File: src/rtl/axis_1553_arbiter.sv
// axis_1553_arbiter -- message-granular round-robin arbiter. It merges
// NUM_REQ AXI-Stream requesters onto one 1553 encoder stream.
//
// Parameters
//   NUM_REQ    : number of requesters (2..8)
//   GAP_CYCLES : quiet time after each message, in aclk cycles (1..65535)
//
// Ports
//   aclk, arstn            : clock; synchronous active-low reset
//   s_axis_tdata/tuser     : per-requester word / flags (16 / 8 bits per slice)
//   s_axis_tvalid/tlast    : per-requester valid / end-of-message
//   s_axis_tready          : per-requester ready (only the owner ever sees ready)
//   m_axis_tdata/tuser     : granted word / flags to the encoder
//   m_axis_tvalid/tready   : handshake with the encoder
//   grant                  : registered one-hot owner, zero when the bus is free
//   busy                   : FSM is not IDLE
//
// Build option
//   AXIS_1553_ARB_GAP_EN : when defined, a GAP state holds the bus quiet for
//                          GAP_CYCLES cycles after every tlast beat. When it is
//                          undefined, tlast returns straight to IDLE.

module axis_1553_arb_lane (
  input  logic        gnt,
  input  logic        pass,
  input  logic        m_tready,
  input  logic        s_tvalid,
  input  logic [15:0] s_tdata,
  input  logic [7:0]  s_tuser,
  output logic        s_tready,
  output logic        lane_tvalid,
  output logic [15:0] lane_tdata,
  output logic [7:0]  lane_tuser
);
  logic sel;
  assign sel         = gnt & pass;
  assign s_tready    = sel & m_tready;
  assign lane_tvalid = sel & s_tvalid;
  assign lane_tdata  = sel ? s_tdata : '0;
  assign lane_tuser  = sel ? s_tuser : '0;
endmodule

module axis_1553_arbiter #(
  parameter int NUM_REQ    = 4,
  parameter int GAP_CYCLES = 80
) (
  input  logic                  aclk,
  input  logic                  arstn,
  input  logic [NUM_REQ*16-1:0] s_axis_tdata,
  input  logic [NUM_REQ*8-1:0]  s_axis_tuser,
  input  logic [NUM_REQ-1:0]    s_axis_tvalid,
  input  logic [NUM_REQ-1:0]    s_axis_tlast,
  output logic [NUM_REQ-1:0]    s_axis_tready,
  output logic [15:0]           m_axis_tdata,
  output logic [7:0]            m_axis_tuser,
  output logic                  m_axis_tvalid,
  input  logic                  m_axis_tready,
  output logic [NUM_REQ-1:0]    grant,
  output logic                  busy
);
  localparam int IW = $clog2(NUM_REQ);

  if (NUM_REQ < 2 || NUM_REQ > 8) begin : g_bad_num_req
    $error("NUM_REQ must be 2..8");
  end
  if (GAP_CYCLES < 1 || GAP_CYCLES > 65535) begin : g_bad_gap
    $error("GAP_CYCLES must be 1..65535");
  end

`ifdef AXIS_1553_ARB_GAP_EN
  localparam int CW = $clog2(GAP_CYCLES + 1);
  typedef enum logic [1:0] {IDLE = 2'd0, PASS = 2'd1, GAP = 2'd2} state_t;
  logic [CW-1:0] gap_cnt;
`else
  typedef enum logic [1:0] {IDLE = 2'd0, PASS = 2'd1} state_t;
`endif

  state_t state, state_d;
  logic [NUM_REQ-1:0] grant_q;
  logic [IW-1:0]      owner_q, last_owner, rr_sel;
  logic               rr_hit, pass, xfer, xfer_last;
  int                 rr_idx;

  logic [NUM_REQ-1:0]       lane_tvalid;
  logic [NUM_REQ-1:0][15:0] lane_tdata;
  logic [NUM_REQ-1:0][7:0]  lane_tuser;

  // Only the owner lane is ever enabled, so an OR across lanes acts as the mux.
  for (genvar i = 0; i < NUM_REQ; i++) begin : g_lane
    axis_1553_arb_lane u_lane (
      .gnt         (grant_q[i]),
      .pass        (pass),
      .m_tready    (m_axis_tready),
      .s_tvalid    (s_axis_tvalid[i]),
      .s_tdata     (s_axis_tdata[i*16 +: 16]),
      .s_tuser     (s_axis_tuser[i*8 +: 8]),
      .s_tready    (s_axis_tready[i]),
      .lane_tvalid (lane_tvalid[i]),
      .lane_tdata  (lane_tdata[i]),
      .lane_tuser  (lane_tuser[i])
    );
  end

  assign xfer      = m_axis_tvalid & m_axis_tready;
  assign xfer_last = xfer & (|(grant_q & s_axis_tlast));
  assign grant     = grant_q;

  // Round robin: first valid requester strictly after last_owner, with wrap.
  always_comb begin
    rr_hit = 1'b0;
    rr_sel = last_owner;
    rr_idx = 0;
    for (int k = 1; k <= NUM_REQ; k++) begin
      rr_idx = (int'(last_owner) + k) % NUM_REQ;
      if (!rr_hit && s_axis_tvalid[rr_idx[IW-1:0]]) begin
        rr_hit = 1'b1;
        rr_sel = rr_idx[IW-1:0];
      end
    end
  end

  // State register
  always_ff @(posedge aclk) begin
    if (!arstn) state <= IDLE;
    else        state <= state_d;
  end

  // Next state
  always_comb begin
    state_d = state;
    unique case (state)
      IDLE: if (rr_hit) state_d = PASS;
`ifdef AXIS_1553_ARB_GAP_EN
      PASS: if (xfer_last) state_d = GAP;
      GAP:  if (gap_cnt == '0) state_d = IDLE;
`else
      PASS: if (xfer_last) state_d = IDLE;
`endif
      default: state_d = IDLE;
    endcase
  end

  // Outputs. Gating on arstn keeps everything low while reset is held,
  // including before the first reset edge has been seen.
  always_comb begin
    pass         = arstn && (state == PASS);
    busy         = arstn && (state != IDLE);
    m_axis_tvalid = |lane_tvalid;
    m_axis_tdata  = '0;
    m_axis_tuser  = '0;
    for (int i = 0; i < NUM_REQ; i++) begin
      m_axis_tdata = m_axis_tdata | lane_tdata[i];
      m_axis_tuser = m_axis_tuser | lane_tuser[i];
    end
  end

  // Ownership bookkeeping
  always_ff @(posedge aclk) begin
    if (!arstn) begin
      grant_q    <= '0;
      owner_q    <= '0;
      last_owner <= IW'(NUM_REQ - 1);
    end else if (state == IDLE && rr_hit) begin
      grant_q <= {{(NUM_REQ-1){1'b0}}, 1'b1} << rr_sel;
      owner_q <= rr_sel;
    end else if (xfer_last) begin
      grant_q    <= '0;
      last_owner <= owner_q;
    end
  end

`ifdef AXIS_1553_ARB_GAP_EN
  // Loaded with GAP_CYCLES-1 on the tlast edge; GAP exits at zero, so the
  // FSM spends exactly GAP_CYCLES cycles in GAP.
  always_ff @(posedge aclk) begin
    if (!arstn)                           gap_cnt <= '0;
    else if (xfer_last)                   gap_cnt <= CW'(GAP_CYCLES - 1);
    else if (state == GAP && gap_cnt != '0) gap_cnt <= gap_cnt - CW'(1);
  end
`endif

endmodule

File: config.mk
export PLATFORM = sky130hd
export DESIGN_NAME = axis_1553_arbiter
export DESIGN_NICKNAME = d
export VERILOG_FILES = /design/src/rtl/axis_1553_arbiter.sv
export SDC_FILE = /design/constraint.sdc
export NUM_CORES = 1
export LEC_CHECK = 0
export CAP_MARGIN = 30
export CORE_ASPECT_RATIO = 1.4
export CORE_UTILIZATION = 33
export DETAILED_ROUTE_END_ITERATION = 8
export MAX_ROUTING_LAYER = met4
export PLACE_DENSITY = 0.94
export REMOVE_ABC_BUFFERS = 1
export SLEW_MARGIN = 20
export SYNTH_ARGS = -nofsm -noshare
export SYNTH_HDL_FRONTEND = slang
export SYNTH_HIERARCHICAL = 1
export SYNTH_SLANG_ARGS = --single-unit
File: constraint.sdc
create_clock -name aclk -period 4.2 [get_ports aclk]
set_input_delay 0.84 -clock aclk [delete_from_list [all_inputs] [get_ports aclk]]
set_output_delay 0.84 -clock aclk [all_outputs]
set_load 0.01 [all_outputs]
Word-level counts from Yosys, hierarchy flattened
Index checks and enable logic that the tools add are counted.
Widths: inputs -> output; s select.
{"block": "totals", "register_bits": 10, "output_inout_bits": 34, "input_bits": 107}
{"block": "op_classes", "n_reduce_logical": 16, "n_eq_ne": 3, "shift": 1, "order_cmp": 4, "muxes": 29, "bitwise_logic": 22, "add_sub_neg": 4}
{"cell": "$mux 16", "count": 4}
{"cell": "$or 16x16->16", "count": 3}
{"cell": "$mux 8", "count": 4}
{"cell": "$or 8x8->8", "count": 3}
{"cell": "$and 1x1->1", "count": 14}
{"cell": "$lt 2x3->1 const B", "count": 4}
{"cell": "$mux 2", "count": 6}
{"cell": "$bmux 1 s2", "count": 4}
{"cell": "$mux 1", "count": 8}
{"cell": "$mux 4", "count": 2}
{"cell": "$reduce_or 4->1", "count": 2}
{"cell": "$logic_and 1x1->1", "count": 6}
{"cell": "$add 2x1->2 const B", "count": 2}
{"cell": "$add 2x2->2 const B", "count": 2}
{"cell": "$and 4x4->4", "count": 1}
{"cell": "$ne 2x2->1 const B", "count": 2}
{"cell": "$pmux 2 s2", "count": 1}
{"cell": "$reduce_and 2->1", "count": 2}
{"cell": "$reduce_bool 2->1", "count": 2}
{"cell": "$shl 1x2->4 const A", "count": 1}
{"cell": "$logic_not 1->1", "count": 3}
{"cell": "$eq 2x1->1 const B", "count": 1}
{"cell": "$logic_not 2->1", "count": 1}
{"cell": "$not 1->1", "count": 1}

Longest topological paths before layout
Gate-level depths: netlist of run 1.
{"block": "depth", "depth_word": 16, "depth_mapped": 7, "mapped_depth_nobuf": 6}

Modules after synthesis
The synthesis of run 1 kept the hierarchy.
{"mod": "axis_1553_arb_lane", "area_per_inst_um2": 202.7, "seq_area_each_um2": 0.0, "cells_each": 30, "n_inst": 4}
{"mod": "axis_1553_arbiter", "area_per_inst_um2": 685.7, "seq_area_each_um2": 180.2, "cells_each": 83, "n_inst": 1}

Worst setup path after synthesis of run 1
No wires, ideal clock.
{"block": "synth_path", "path_type": "input port to output port", "from": "input arstn", "to": "output m_axis_tdata[10]", "stages": 5, "path_slack_ns": 1.052, "n_path_buf": 2, "arrival_ns": 2.308, "cell_sequence": "clkbuf_1 and2_1 buf_2 and3_1 or4_1"}
{"element": "start, declared", "line": "48", "rtl": "input logic arstn,"}
{"element": "end, declared", "line": "54", "rtl": "output logic [15:0] m_axis_tdata,"}

Worst setup path after layout of run 1
{"block": "layout_path", "from": "input arstn", "to": "output m_axis_tvalid"}
{"block": "layout_between", "elab_chain_cells": 4, "elab_cells_between_ends": 10, "cone_classes": "bitwise: 8; reduce/logical: 2"}
{"element": "$logic_and 1x1->1", "line": "146", "rtl": "pass = arstn && (state == PASS);"}
{"element": "$and 1x1->1", "line": "36", "rtl": "assign sel = gnt & pass;"}
{"element": "$and 1x1->1", "line": "38", "rtl": "assign lane_tvalid = sel & s_tvalid;"}
{"element": "via lane_tvalid[1]", "line": "84", "rtl": "logic [NUM_REQ-1:0] lane_tvalid;"}
{"element": "$reduce_or 4->1", "line": "148", "rtl": "m_axis_tvalid = |lane_tvalid;"}
{"element": "end, declared", "line": "56", "rtl": "output logic m_axis_tvalid,"}
The timed path passes the listed nets, and every way through them passes these cells.

==> results of run 1 <==
==> power by group through the flow <==
stage               clock network [W]  logic [W]  registers (W)
CTS                          0.000100   0.000178       0.000108
global placement                    0   0.000174       0.000110
detailed placement                  0   0.000177       0.000109
floorplan                           0  0.0000420       0.000102
finish                      0.0000981   0.000178       0.000108
global route                 0.000108   0.000190       0.000110
==> worst max-delay path, cell delays in order <==
cell and delay (ns):
clkdlybuf4s50_1 0.41, and2_2 0.21, buf_12 0.19, and3_2 0.23
or4_1 0.52, clkdlybuf4s50_1 0.50
==> metal layers <==
layer / up-vias / track usage [%]
li1: 1056 / -
met1: 982 / 28.4
met2: 107 / 48.5
met3: 20 / 6.14
met4: 0 / 11.2
met5: - / -
==> stage by stage <==
step	hold slack, ns	util (%)	total power (W)	std cells	setup WS (ns)
5_1_grt	0.518	68.1	0.000408	392	0.354
4_1_cts	0.488	68.1	0.000386	392	0.439
3_3_place_gp	0.454	67.1	0.000284	388	0.461
3_5_place_dp	0.477	67.1	0.000287	388	0.442
2_1_floorplan	0.433	-	0.000144	186	0.786
6_report	0.478	68.1	0.000384	392	0.422
==> how the worst min path moves through the flow <==
stage,end,depth (start not counted),slack [ns]
after floorplan,last_owner[0]$_SDFFE_PN1P_,2,0.43
after global placement,last_owner[1]$_SDFFE_PN1P_,2,0.45
after detailed placement,last_owner[0]$_SDFFE_PN1P_,2,0.48
after CTS,last_owner[0]$_SDFFE_PN1P_,2,0.49
after global routing,owner_q[1]$_SDFFE_PN0P_,2,0.52
final,last_owner[0]$_SDFFE_PN1P_,2,0.48
==> flip-flops by register name (all words and copies together) (netlist names) <==
register and count:
grant 4, last_owner 2, owner_q 2, state 1
==> area by class of cell <==
class,instances,area [µm²],area share (%)
repair buffers,142,1430,49.1
multi-input cells,174,1170,40.2
flip-flops and latches,9,180,6.19
well taps,60,75.1,2.58
clock buffers,4,45.0,1.55
inverters,3,11.3,0.387
==> logic make-up after synthesis <==
kind of cell	count (synthesis)	share of synthesized area, %
buffers and inverters	20	9.70
AND/OR/NAND/NOR	148	64.5
flip-flops	9	12.0
AO/OA/AOI/OAI	26	13.8
==> synth_stat cells, types with 2 or more instances <==
library cell	number	share of area [%]
nor2b_1	3	1.3
o32ai_1	4	2.3
buf_6	8	6.0
dfxtp_1	9	12
a22oi_1	2	1.0
nor2_1	3	0.75
inv_1	3	0.75
o21ai_0	7	2.3
a21oi_1	3	1.0
and3_2	24	12
buf_2	8	2.7
or4_1	25	13
a21o_1	2	1.0
and3_1	80	33
o211ai_1	2	1.0
nand2_1	7	1.8
==> metrics.txt, run 1 <==
CORE AREA 4270 µm²; Sw Pwr 0.000103 W; die area 4810 µm²; clock root buffer clkbuf_8; Peak Freq 0.265 GHz; Pwr Density 132 nW/µm²; Hold Path Class flip-flop to flip-flop; Hold Startpoint owner_q[0]$_SDFFE_PN0P_; Seq/Total Area, Yosys 12.0%; Chip Width 58.9 µm; PortBufs 140; WL met1 2470 µm; Core Rows 28; Reg2Reg Launch Point state[0]$_SDFFE_PN0P_; most frequent cells in the layout clkdlybuf4s50_1, and3_1, or4_1, and3_2, dfxtp_1; outcome finished clean; Fillers 381; fin. max-slew vios 0; vias in the first global route 2022; layout net count 440; Critical Path RT 3.36 ns; R2R Setup Slk 1.99 ns; Area Growth Syn to Fin 94.6%; post-synthesis instance area 1500 µm²; grt ovf 0; routed wl met2 3120 µm; FFs w/ async S/R, synth 0%; Setup Viol. Count Final 0; VDD IR max 0.276 mV; post-route ant nets 0; chip height 81.7 µm; crit path launch type input pin; slew margin rel. 40.9%; crit path kind input pin to output port; All-Layer GR Usage 27.2%; Syn Inst Count 203; first-pass GRT wire length 9890 µm; initial antenna violation count 0; critical path startpoint arstn; min Tclk post-route 3.78 ns; Max clock buf depth 2; CTS sink count 9; worst reg2reg path depth 7; Hold-fix buffers, CTS 0; WL final 6320 µm; post-synthesis register bit count 9; wire per inst 16.1 µm; Arrival @ worst endpoint 2.94 ns; count of yosys warnings during synthesis 6; clk_lat worst skew 0.23 ns; Synth Flop Type dfxtp_1; Netlist cell types 29; H-tree depth 1; total length of routed met3 wires 535 µm; Initial Utilization 35.0%; Crit. End Element output port; HPWL Detailed 4810 µm; via/cell ratio 5.52; Least-Margin Pin Slew 0.885 ns; I/O pins 141; largest net degree at the start of global routing 106; routed vias 2165; final instance area 2910 µm²; top sig layer met4; Lkg Pwr 1.53 nW; skew final 0.000537 ns; CTS tree done; peak fanout along the critical path 105; number of flops mapped to enable cells by yosys 0; Post-CTS Setup Bufs 0; RSZ-0062 raised after global routing no; P_int 0.000281 W; Max-Cap Viols 0; Hold Fails Final Rpt 0; CTS buffer count 3; Flop pwr share 28.1%; post_cts resized 0; routability cong. 0.892; commonest non-fill, non-tap cell in the layout clkdlybuf4s50_1; Avg Cell Area, Syn 7.37 µm²; Clk pwr share 25.5%; fraction of layout cells with a size suffix above 1 9.94%; Sw Share 26.8%; Setup crit end m_axis_tvalid; Pre-antenna DRT Iters 4; Placed Area 2870 µm²; FF-to-FF End grant[1]$_SDFFE_PN0P_; Setup TNS 0 ns; Clock transition at path regs 0.04 ns; crit share post-route 90.0%; antenna diode count 0; drt drc 0; Combinational Power Share 46.4%; DRT iter0 DRCs 136
No activity file was read; power rests on OpenSTA's default activity.
==> inputs of run 2 (changes only) <==
--- a/config.mk
+++ b/config.mk
@@ -6,12 +6,11 @@
 export NUM_CORES = 1
 export LEC_CHECK = 0
 export CAP_MARGIN = 30
-export CORE_ASPECT_RATIO = 1.4
+export CORE_MARGIN = 5
 export CORE_UTILIZATION = 33
 export DETAILED_ROUTE_END_ITERATION = 8
 export MAX_ROUTING_LAYER = met4
 export PLACE_DENSITY = 0.94
-export REMOVE_ABC_BUFFERS = 1
 export SLEW_MARGIN = 20
 export SYNTH_ARGS = -nofsm -noshare
 export SYNTH_HDL_FRONTEND = slang
==> run 2 against run 1 <==
Net effect:
- via count is 0.51% higher
- global-route usage is 5.8 points lower
- sequential share of layout area hardly changed
- fmax is 0.68% lower
- first-iteration DRC count is 32% lower
- sequential power hardly changed
- design area hardly changed
- non-clock buffer count is 1 higher
- critical endpoint is now m_axis_tdata[0]
- largest cell class unchanged
- largest power group unchanged
- highest routed layer unchanged
==> metrics.txt, run 2 (synthesized netlist as in run 1, its figures left out) <==
outcome finished clean; Finished Core Util 66.4% (-1.8 points); crit path launch type input pin; initial antenna violation count 0 (unchanged); I/O pins 141 (unchanged); post-route ant nets 0 (unchanged); Setup TNS 0 ns (unchanged); Pre-antenna DRT Iters 4 (unchanged); Hold-fix buffers, CTS 0 (unchanged); worst reg2reg path depth 5 (-2); clk_lat worst skew 0.24 ns (about the same); fin. max-slew vios 0 (unchanged); Core Rows 24 (-14%); Placed Area 2870 µm² (about the same); Max-Cap Viols 0 (unchanged); Hold Fails Final Rpt 0 (unchanged); DRT iter0 DRCs 92 (-32%); routed vias 2176 (+0.51%); post_cts resized 0 (unchanged); vias in the first global route 2072 (+2.5%); max reg flops 4 (unchanged); crit share post-route 90.6% (+0.61 points); first-pass GRT wire length 10500 µm (+5.9%); Arrival @ worst endpoint 2.96 ns (+0.02 ns); PortBufs 140 (unchanged); H-tree depth 1 (unchanged); Pwr Density 134 nW/µm² (+1.6%); Crit. End Element output port; peak fanout along the critical path 56 (-47%); Combinational Power Share 46.2% (-0.2 points); Mapped Nets 310; final instance area 2910 µm² (about the same); commonest non-fill, non-tap cell in the layout clkdlybuf4s50_1; Least-Margin Pin Slew 0.912 ns (+0.0272 ns); Post-CTS Setup Bufs 0 (unchanged); Sw Share 27.7% (+0.86 points); Critical Path RT 3.36 ns (about the same); VDD IR max 0.196 mV (-29%); Max clock buf depth 2 (unchanged); wire per inst 17.4 µm (+8.2%); P_int 0.000282 W (+0.35%); RSZ-0062 raised after global routing no; largest net degree at the start of global routing 57 (-46%); Lkg Pwr 1.53 nW (+0.34%); Clock transition at path regs 0.04 ns (about the same); Sw Pwr 0.000108 W (+4.8%); hold_ws 0.483 ns (+0.00519 ns); Hold Path Stages 2 (unchanged); grt ovf 0 (unchanged); min Tclk post-route 3.80 ns (+0.0257 ns); drt drc 0 (unchanged); CTS tree done; chip height 77.3 µm (-5.3%); crit path kind input pin to output port; All-Layer GR Usage 21.3% (-5.8 points); Fillers 360 (-5.5%); skew final 0.00318 ns (+0.00264 ns); slew margin rel. 39.1% (-1.8 points); most frequent cells in the layout clkdlybuf4s50_1, and3_1, or4_1, and3_2, dfxtp_1; Chip Width 77.3 µm (+31%); WL final 6710 µm (+6.3%); die area 5980 µm² (+24%); Flop pwr share 27.8% (-0.3 points); layout net count 441 (+0.23%); clock root buffer clkbuf_8; Area Growth Syn to Fin 94.5% (about the same); Initial Utilization 34.1% (-0.88 points); via/cell ratio 5.65 (+2.3%); Clk pwr share 26.0% (+0.5 points); CTS sink count 9 (unchanged); fraction of layout cells with a size suffix above 1 10.2% (+0.27 points); HPWL Detailed 5090 µm (+5.9%); Setup Viol. Count Final 0 (unchanged); CTS buffer count 3 (unchanged); CORE AREA 4380 µm² (+2.6%); Hold Path Class flip-flop to flip-flop; antenna diode count 0 (unchanged); Tot Pwr 0.000390 W (+1.5%); Peak Freq 0.263 GHz (-0.68%); routability cong. 0.866 (-2.9%)
[run 2: cell types whose count changed in the layout (fill, tap and decap cells not counted)]
cell	delta
buf_4	+1
[run 2: cell type report]
cell class | count | area, µm² | area share, %
flip-flops and latches | 9 | 180 | 6.19
well taps | 52 | 65.1 | 2.24
inverters | 3 | 11.3 | 0.387
clock buffers | 4 | 45.0 | 1.55
multi-input cells | 174 | 1170 | 40.3
repair buffers | 143 | 1440 | 49.4
[run 2: power by group through the flow]
| stage | sequential [W] | combinational [W] | clock [W] |
|---|---|---|---|
| finish | 0.000108 | 0.000180 | 0.000101 |
| global route | 0.000111 | 0.000191 | 0.000109 |
| CTS | 0.000108 | 0.000180 | 0.000103 |
| detailed placement | 0.000110 | 0.000179 | 0 |
| global placement | 0.000110 | 0.000175 | 0 |
| floorplan | 0.0000989 | 0.0000592 | 0 |
[run 2: critical path: stages]
cell             delay (ns)
clkdlybuf4s50_1        0.41
and2_2                 0.22
buf_4                  0.25
and3_2                 0.22
or4_1                  0.51
clkdlybuf4s50_1        0.50
[run 2: per-layer routing]
| metal | share of wire, % | GRT usage (%) |
|---|---|---|
| met4 | 1.7 | 4.98 |
| met1 | 42 | 26.6 |
| met3 | 9.2 | 5.67 |
| met5 | 0 | - |
| met2 | 47 | 34.4 |
[run 2: worst paths after layout]
kind                            slack (ns)                    endpoint                    start
worst max register to register        2.06       grant[2]$_SDFFE_PN0P_    grant[1]$_SDFFE_PN0P_
worst min register to register        0.48  last_owner[1]$_SDFFE_PN1P_  owner_q[1]$_SDFFE_PN0P_
worst min-delay path                  0.48  last_owner[1]$_SDFFE_PN1P_  owner_q[1]$_SDFFE_PN0P_
worst max-delay path                  0.40             m_axis_tdata[0]                    arstn
[run 2: through the flow]
step | setup slack, ns | cells
after floorplan | 1.05 | 203
after global placement | 0.431 | 381
after detailed placement | 0.388 | 381
after CTS | 0.392 | 385
after global routing | 0.306 | 385
final | 0.396 | 385
==> inputs of run 3 (changes only) <==
--- a/config.mk
+++ b/config.mk
@@ -6,6 +6,7 @@
 export NUM_CORES = 1
 export LEC_CHECK = 0
 export CAP_MARGIN = 30
+export CORE_ASPECT_RATIO = 2
 export CORE_MARGIN = 5
 export CORE_UTILIZATION = 33
 export DETAILED_ROUTE_END_ITERATION = 8
==> run 3 against run 2 <==
Net effect:
- highest routed layer unchanged
- clock skew up 0.0031 ns
- largest cell class unchanged
- non-clock buffer count unchanged
- first-iteration DRC count down 2.2%
==> metrics.txt, run 3 (synthesized netlist as in run 1, its figures left out) <==
outcome finished clean; CTS tree done; drt drc 0 (unchanged); die area 6060 µm² (+1.4%); fin. max-slew vios 0 (unchanged); Setup Viol. Count Final 0 (unchanged); Critical Path RT 3.36 ns (about the same); H-tree depth 1 (unchanged); peak fanout along the critical path 77 (+38%); wire per inst 17.7 µm (+1.2%); crit path launch type input pin; Hold Path Class flip-flop to flip-flop; post_cts resized 0 (unchanged); crit share post-route 89.1% (-1.5 points); routed vias 2186 (+0.46%); HPWL Detailed 5180 µm (+1.6%); Chip Width 57.6 µm (-26%); chip height 105 µm (+36%); layout net count 441 (unchanged); CORE AREA 4380 µm² (about the same); antenna diode count 0 (unchanged); clk_lat worst skew 0.24 ns (about the same); CTS sink count 9 (unchanged); Mapped Nets 310 (unchanged); clock root buffer clkbuf_8; Pre-antenna DRT Iters 4 (unchanged); Crit. End Element output port; post-route ant nets 0 (unchanged); grt ovf 0 (unchanged); hold_ws 0.471 ns (-0.0121 ns); vias in the first global route 2296 (+11%); Least-Margin Pin Slew 0.927 ns (+0.0143 ns); DRT iter0 DRCs 90 (-2.2%); Hold-fix buffers, CTS 0 (unchanged); Lkg Pwr 1.53 nW (unchanged); I/O pins 141 (unchanged); max reg flops 4 (unchanged); Max-Cap Viols 0 (unchanged); skew final 0.00631 ns (+0.00314 ns); Max clock buf depth 2 (unchanged); PortBufs 140 (unchanged); largest net degree at the start of global routing 78 (+37%); Pwr Density 135 nW/µm² (+0.51%); crit path kind input pin to output port; Peak Freq 0.267 GHz (+1.7%); first-pass GRT wire length 10500 µm (+0.53%); Core Rows 34 (+42%); routability cong. 0.837 (-3.4%); CTS buffer count 3 (unchanged); All-Layer GR Usage 22.2% (+0.86 points); min Tclk post-route 3.74 ns (-0.0627 ns); slew margin rel. 38.1% (-0.95 points); Setup TNS 0 ns (unchanged); most frequent cells in the layout clkdlybuf4s50_1, and3_1, or4_1, and3_2, dfxtp_1; fraction of layout cells with a size suffix above 1 10.2% (unchanged); Area Growth Syn to Fin 94.6% (about the same); Post-CTS Setup Bufs 0 (unchanged); Initial Utilization 34.2% (about the same); initial antenna violation count 0 (unchanged); Arrival @ worst endpoint 2.90 ns (-0.06 ns); Hold Fails Final Rpt 0 (unchanged); WL final 6830 µm (+1.8%); VDD IR max 0.137 mV (-30%); RSZ-0062 raised after global routing no; Clock transition at path regs 0.04 ns (about the same); commonest non-fill, non-tap cell in the layout clkdlybuf4s50_1; via/cell ratio 5.65 (about the same)
==> run 3: cell counts in the layout (fill, tap and decap cells not counted) <==
No cell type changed its count.
==> run 3: final timing paths <==
check,cells past startpoint,slack [ns],startpoint,to
worst max-delay path,6,0.46,arstn,m_axis_tvalid
worst min-delay path,2,0.47,owner_q[0]$_SDFFE_PN0P_,last_owner[0]$_SDFFE_PN1P_
worst max register to register,5,2.05,grant[1]$_SDFFE_PN0P_,grant[1]$_SDFFE_PN0P_
worst min register to register,2,0.47,owner_q[0]$_SDFFE_PN0P_,last_owner[0]$_SDFFE_PN1P_
==> run 3: power by group <==
part	switching (W)	internal, W	total, W
registers	0.0000185	0.0000903	0.000109
logic	0.0000538	0.000125	0.000179
clock network	0.0000379	0.0000664	0.000104
total	0.000110	0.000282	0.000392
==> run 3: metrics by stage <==
stage	cells	power (W)	worst slack, ns	utilization (%)	instance area (µm²)
3_3_place_gp	383	0.000286	0.497	65.4	2870
4_1_cts	387	0.000395	0.463	66.5	2910
5_1_grt	387	0.000413	0.386	66.5	2910
2_1_floorplan	203	0.000158	1.05	-	1500
3_5_place_dp	383	0.000289	0.462	65.4	2870
6_report	387	0.000392	0.459	66.5	2910
==> run 3: metal layers <==
metal | vias up | track usage [%] | part of all wire (%)
met5 | - | - | 0
met4 | 0 | 8.13 | 2.7
met3 | 15 | 4.41 | 7.4
met2 | 107 | 40.5 | 53
met1 | 1005 | 22.5 | 37
li1 | 1059 | - | -
==> run 3: critical path: stages <==
cell	delay (ns)
clkdlybuf4s50_1	0.42
and2_2	0.23
buf_12	0.19
and3_2	0.21
or4_1	0.51
clkdlybuf4s50_1	0.50
==> run 3: area by class of cell <==
class                      instances  area, µm²
sequential                         9        180
fill                             377       1470
clock buffer                       4       45.0
multi-input combinational        174       1170
inverter                           3       11.3
tap                               54       67.6
timing repair buffer             143       1440
